File: config.mk
export PLATFORM = sky130hd
export DESIGN_NAME = wb_stage_4b
export DESIGN_NICKNAME = d
export VERILOG_FILES = /design/src/rtl/wb_pkg.sv /design/src/rtl/regfile_4x4b.sv /design/src/rtl/wb_stage_4b.sv
export SDC_FILE = /design/constraint.sdc
export NUM_CORES = 1
export LEC_CHECK = 0
export BUFFER_PORTS_ARGS = -buffer_cell sky130_fd_sc_hd__buf_2
export CORE_MARGIN = 2
export CORE_UTILIZATION = 40
export DETAILED_ROUTE_END_ITERATION = 12
export PLACE_DENSITY_LB_ADDON = 0.2
export SLEW_MARGIN = 10
export SYNTH_ARGS = -nofsm -noshare
export SYNTH_HDL_FRONTEND = slang
export SYNTH_HIERARCHICAL = 1
export SYNTH_SLANG_ARGS = --single-unit
File: constraint.sdc
create_clock -name clk -period 2.1 [get_ports clk]
set_clock_uncertainty 0.15 [all_clocks]
set_input_delay 0.525 -clock clk [delete_from_list [all_inputs] [get_ports clk]]
set_output_delay 0.525 -clock clk [all_outputs]
set_load 0.02 [all_outputs]
File: src/rtl/wb_pkg.sv
// Shared defaults for the 4-bit write-back slice: widths, register count and a
// constant-time log2 helper used to size register addresses.
package wb_pkg;

  function automatic int clog2(input int value);
    int result;
    result = 0;
    for (int v = value - 1; v > 0; v = v >> 1) begin
      result = result + 1;
    end
    return result;
  endfunction

  localparam int WB_WIDTH   = 4;
  localparam int WB_NREGS   = 4;
  localparam int WB_ADDR_W  = clog2(WB_NREGS);
  localparam int WB_CNT_W   = 8;
  localparam bit WB_R0_ZERO = 1'b1;

endpackage

File: src/rtl/regfile_4x4b.sv
// Small register array: one synchronous write port (r0 optionally hard-wired
// to zero) and two asynchronous read ports.
module regfile_4x4b
  import wb_pkg::*;
#(
  parameter int WIDTH   = WB_WIDTH,
  parameter int NREGS   = WB_NREGS,
  parameter int ADDR_W  = clog2(NREGS),
  parameter bit R0_ZERO = WB_R0_ZERO
) (
  input  logic              clk,
  input  logic              rst,
  input  logic              we,
  input  logic [ADDR_W-1:0] waddr,
  input  logic [WIDTH-1:0]  wdata,
  input  logic [ADDR_W-1:0] raddr_a,
  output logic [WIDTH-1:0]  rdata_a,
  input  logic [ADDR_W-1:0] raddr_b,
  output logic [WIDTH-1:0]  rdata_b
);

  logic [WIDTH-1:0] regs [NREGS];

  always_ff @(posedge clk) begin
    if (rst) begin
      for (int i = 0; i < NREGS; i++) begin
        regs[i] <= '0;
      end
    end else if (we && !(R0_ZERO && waddr == '0)) begin
      regs[waddr] <= wdata;
    end
  end

  assign rdata_a = regs[raddr_a];
  assign rdata_b = regs[raddr_b];

endmodule

File: src/rtl/wb_stage_4b.sv
// Write-back stage: holds one result for a cycle, commits it to the register
// file, and forwards the pending entry to both read ports.
module wb_stage_4b
  import wb_pkg::*;
#(
  parameter int WIDTH   = WB_WIDTH,
  parameter int NREGS   = WB_NREGS,
  parameter int CNT_W   = WB_CNT_W,
  parameter bit R0_ZERO = WB_R0_ZERO,
  localparam int ADDR_W = clog2(NREGS)
) (
  input  logic              clk,
  input  logic              rst,
  input  logic              in_valid,
  output logic              in_ready,
  input  logic [WIDTH-1:0]  in_result,
  input  logic [ADDR_W-1:0] in_rd,
  input  logic              in_we,
  input  logic              stall,
  input  logic [ADDR_W-1:0] rd_addr_a,
  output logic [WIDTH-1:0]  rd_data_a,
  input  logic [ADDR_W-1:0] rd_addr_b,
  output logic [WIDTH-1:0]  rd_data_b,
  output logic              zero_flag,
  output logic [CNT_W-1:0]  wr_count
);

  logic              wb_valid;
  logic [ADDR_W-1:0] wb_rd;
  logic [WIDTH-1:0]  wb_data;
  logic              accept;
  logic              commit;
  logic [WIDTH-1:0]  rf_data_a;
  logic [WIDTH-1:0]  rf_data_b;

  assign in_ready = !stall;
  assign accept   = in_valid && in_ready && in_we;
  assign commit   = wb_valid && !stall;

  // Writes aimed at a hard-wired r0 enter the stage as bubbles so they never commit or count.
  always_ff @(posedge clk) begin
    if (rst) begin
      wb_valid <= 1'b0;
      wb_rd    <= '0;
      wb_data  <= '0;
    end else if (accept) begin
      wb_valid <= !(R0_ZERO && in_rd == '0);
      wb_rd    <= in_rd;
      wb_data  <= in_result;
    end else if (!stall) begin
      wb_valid <= 1'b0;
    end
  end

  always_ff @(posedge clk) begin
    if (rst) begin
      zero_flag <= 1'b0;
      wr_count  <= '0;
    end else if (commit) begin
      zero_flag <= (wb_data == '0);
      wr_count  <= wr_count + CNT_W'(1);
    end
  end

  regfile_4x4b #(
    .WIDTH   (WIDTH),
    .NREGS   (NREGS),
    .ADDR_W  (ADDR_W),
    .R0_ZERO (R0_ZERO)
  ) u_regfile (
    .clk     (clk),
    .rst     (rst),
    .we      (commit),
    .waddr   (wb_rd),
    .wdata   (wb_data),
    .raddr_a (rd_addr_a),
    .rdata_a (rf_data_a),
    .raddr_b (rd_addr_b),
    .rdata_b (rf_data_b)
  );

  // The pending entry is newer than the array, so it wins over the stored value.
  always_comb begin
    rd_data_a = rf_data_a;
    rd_data_b = rf_data_b;
    if (R0_ZERO && rd_addr_a == '0) begin
      rd_data_a = '0;
    end else if (wb_valid && wb_rd == rd_addr_a) begin
      rd_data_a = wb_data;
    end
    if (R0_ZERO && rd_addr_b == '0) begin
      rd_data_b = '0;
    end else if (wb_valid && wb_rd == rd_addr_b) begin
      rd_data_b = wb_data;
    end
  end

endmodule

# == Word-level counts from Yosys, hierarchy flattened ==
# Memory sizes are Yosys's and may differ from the RTL's.
# Cells that the tools add are included.
# op_classes
n_addsub,1
multipliers,0
n_div,0
n_lt_le_gt_ge,0
n_eq_ne,3
shifts,0
muxes,14
n_bitwise,0
reduce_logical,15
# op_table
cell,n
4-bit two-way mux,5
8-bit by 1-bit adder with 8-bit output (second input constant),1
2-bit zero test,4
1-bit two-way mux,8
1-bit logical AND,6
2-bit equality test,2
4-bit zero test,1
4-bit OR reduction,1
1-bit zero test,3
2-bit two-way mux,1
2-bit by 1-bit != test with 1-bit output (second input constant),1
# word_totals
regBits,16
latch_bits,0
ramBits,16
mem_bits_ro,0
in_bits,15
memories,1
# mem_list
name,depth,word_bits,read_ports,rd_clocked_by_memory_dff,write_ports,line,source
u_regfile.regs,4,4,2,0,4,regfile_4x4b.sv:22,logic [WIDTH-1:0] regs [NREGS];

# == Depth between registers and ports, before layout ==
# depth
word_depth,8
mapped_depth,5

# == Cells and area by module ==
# Netlist, hierarchy kept.
# modules_own_cells
module,instances,cells_each,area_each_um2,seq_area_each_um2
wb_stage_4b,1,109,893.4,320.3
regfile_4x4b,1,49,817.0,480.5

# == Worst setup path before layout ==
# OpenSTA, ideal clock, no wires.
# synth_path
path_kind,in2out
start,input port rd_addr_a[0]
end,output port rd_data_a[0]
t_arrival_ns,1.494
setup_slack_ns,-0.069
stages,4
n_path_buf,1
path_cell_list,clkbuf_1 xnor2_1 nand3_1 mux2i_1
# synth_between
elab_chain_cells,4
# synth_rtl
element,line,source
from (decl),wb_stage_4b.sv:20,"input logic [ADDR_W-1:0] rd_addr_a,"
branches (longest 3 deep; another with memory 4 x 4 bit),--,
4-bit two-way mux (*),wb_stage_4b.sv:86,if (R0_ZERO && rd_addr_a == '0) begin
to (decl),wb_stage_4b.sv:21,"output logic [WIDTH-1:0] rd_data_a,"
# Every way passes the cells marked *.

==> results by group <==
Run status
  • Outcome: complete, but fails checks
  • Failing checks: setup timing

Route
  • Avg WL per Cell: roughly 15 um
  • Drt initial violations: 32
  • Total routed wirelength: 3910 um
  • DRC Markers: 0
  • Post-DRT Antenna Nets: 0
  • Vias/cell: 5.35
  • Drt first pass iters: 4
  • Total number of vias: around 1400

Floorplan
  • Die Wd: approximately 69 um
  • Top Ports: 33
  • Starting density of the core: 42.2%
  • Overall die height: 69.4 um
  • Core area: 0.00406 mm2
  • Row cnt: 23
  • Die ar.: 0.00481 mm2

STA
  • Max Slew Vio Count: 0
  • Maximum clock frequency: about 0.45 GHz
  • Final worst path period need: about 2200 ps
  • Final hold slack: 295 ps
  • Worst setup margin: -116 ps
  • Final setup fails: 8
  • RSZ-0062 raised after global routing: true
  • Final worst path period share: 106%
  • Final hold violations: 0

Global routing
  • Pin count of the biggest net entering global routing: 17
  • GR Util All Layers: about 18%
  • Grt met3 use: between 4 and 5%
  • Vias in the first global route: approximately 1400
  • Met1 Usage GRT: a little under a fifth
  • GRT overflow: 0
  • Initial antenna violation count: 0
  • M2 GR Usage: 30.3%
  • Global-route wire length before repair: around 6600 um
  • Most crowded layer after global routing: met2

Place
  • Placement Setup Slack: -275 ps
  • IO Port Bufs: 32
  • DPL Wire Length: 2920 um
  • Cell Area, Placed: 0.00214 mm2
  • GP Congestion: slightly above 0.8
  • Dpl cells: roughly 250

Cells and area
  • Area Growth Syn to Fin: 36.8%
  • Multi-input combinational cell area: around 0.001 mm2
  • Commonest non-fill, non-tap cell in the layout: nor2_1
  • Final instance area: 0.00234 mm2
  • Share of layout cells above drive strength 1: just over 40%
  • Fill count: between 300 and 400
  • Diodes inserted: 0
  • Register area: ~800 um2
  • Commonest non-fill, non-tap cells in the layout: nor2_1, buf_2, edfxtp_1
  • Fin nets: 221
  • Layout Cells excl Fill: 256

Clock network
  • Clock tree root buffer cell: clkbuf_8
  • Max Buffers Root-to-Sink: 2
  • Number of CTS-inserted buffers: 5
  • Clk sink count: 32
  • Clock latency on the worst-skew pair: about 270 ps
  • Clk slew on worst S/H paths: about 60 ps
  • CTS tree: yes
  • # H-tree levels: 2

Hold path
  • Worst hold path type: reg -> reg

Logic synthesis
  • Unique masters post-synth: 27
  • Ys Warns: 6
  • Synth Cell Area: 0.00171 mm2
  • Avg Synthesized Cell Area: 10.8 um2
  • Register area share after synthesis: a little under half
  • Yosys reg bits: 32
  • Mapped Cells: 158

Power
  • Leakage: 0.000892 uW
  • Max VDD drop: 0.405 mV
  • Pwr dens: 597 mW/mm2

Critical path
  • CP Capture Type: output pin
  • Crit path DAT: between 1500 and 2000 ps
  • CP Launch Type: flip-flop
  • Worst path required time: 1420 ps
  • Crit-path max FO: 2
  • Setup Crit Path Kind: reg -> out

Job
  • Max-Cap Viols: 0
## final cells by class
type	instances	area share (%)
Multi-Input combinational cell	117	43.3
Clock buffer	7	3.69
Timing Repair Buffer	45	15.2
Tap cell	50	2.67
Sequential cell	32	34.3
Inverter	4	0.642
Clock inverter	1	0.160
## kinds of logic (layout without fill, tap and decap cells)
family | after synthesis | in the layout | share of synthesized area, %
other | 1 | 4 | 0.219
AND/OR/NAND/NOR | 53 | 53 | 15.0
buffers and inverters | 12 | 57 | 3.07
AO/OA/AOI/OAI | 29 | 29 | 9.29
multiplexers | 24 | 24 | 21.8
flip-flops | 32 | 32 | 46.8
adder cells (fa/ha/maj) | 1 | 1 | 0.731
XOR/XNOR | 6 | 6 | 3.07
## power by group
| group | switching [uW] | internal [uW] |
|---|---|---|
| Clock | 198 | 262 |
| Combinational | 116 | 127 |
| Sequential | 18.8 | 676 |
| Total | 333 | 1060 |
## worst paths after layout
| kind | end | depth (start not counted) | slack, ps | startpoint |
|---|---|---|---|---|
| min reg2reg | zero_flag$_SDFFE_PP0P_ | 2 | 300 | zero_flag$_SDFFE_PP0P_ |
| min | zero_flag$_SDFFE_PP0P_ | 2 | 300 | zero_flag$_SDFFE_PP0P_ |
| max | rd_data_a[3] | 4 | -120 | u_regfile/regs[3][3]$_DFFE_PP_ |
| max reg2reg | wr_count[7]$_SDFFE_PP0P_ | 3 | 410 | wb_valid$_SDFFE_PP0P_ |
## critical path: stages (launching register included)
cell and delay, ps:
edfxtp_1 400, mux4_2 530, o21ai_4 100, mux2i_4 90, buf_6 150
## Yosys cell counts
| cell | count | area share [%] |
|---|---|---|
| xor2_1 | 1 | 0.51 |
| o21bai_1 | 3 | 1.3 |
| o21ai_0 | 18 | 5.3 |
| a21oi_1 | 6 | 1.8 |
| clkbuf_1 | 6 | 1.3 |
| buf_1 | 1 | 0.22 |
| dfxtp_1 | 16 | 19 |
| mux2_2 | 2 | 1.3 |
| or4_1 | 1 | 0.44 |
| or3_1 | 2 | 0.73 |
| nor2_1 | 23 | 5.0 |
| inv_1 | 4 | 0.88 |
| o31ai_1 | 1 | 0.44 |
| edfxtp_1 | 16 | 28 |
| xnor2_1 | 5 | 2.6 |
| nand2b_1 | 3 | 1.1 |
| mux4_1 | 8 | 12 |
| conb_1 | 1 | 0.22 |
| nor4_1 | 3 | 1.1 |
| buf_6 | 1 | 0.66 |
| nand3b_1 | 6 | 2.6 |
| a31o_2 | 1 | 0.51 |
| mux2i_1 | 14 | 8.2 |
| nor2b_1 | 2 | 0.73 |
| ha_1 | 1 | 0.73 |
| nand3_1 | 5 | 1.5 |
| nand2_1 | 8 | 1.8 |
## metrics by stage
| step | setup TNS, ps | total power (uW) | util, % |
|---|---|---|---|
| floorplan | 0 | 831 | - |
| detailed placement | -2030 | 899 | 52.7 |
| global placement | -1880 | 894 | 52.7 |
| finish | -638 | 1400 | 57.7 |
| CTS | -676 | 1400 | 56.9 |
| global route | -1050 | 1460 | 57.7 |
## state kept, by name (all words and copies together), names as in the netlist
name,flops
zero_flag,1
wb_valid,1
u_regfile/regs,16
wr_count,8
wb_rd,2
wb_data,4
## per-layer routing
metal  part of all wire, %  vias to the layer above
met5                     0                        -
met4                   4.2                        0
met3                   3.9                       14
met2                    53                       34
met1                    38                      650
li1                      -                      672
## what timing repair did
item | in CTS | in global routing
pin swaps | 1 | 1
setup buffers | 0 | 0
hold buffers | 0 | 0
endpoints found under the setup margin | 8 | 8
gates resized for setup | 47 | 6
hold endpoints to repair | 0 | 0
Power figures use the tool's default switching activity.
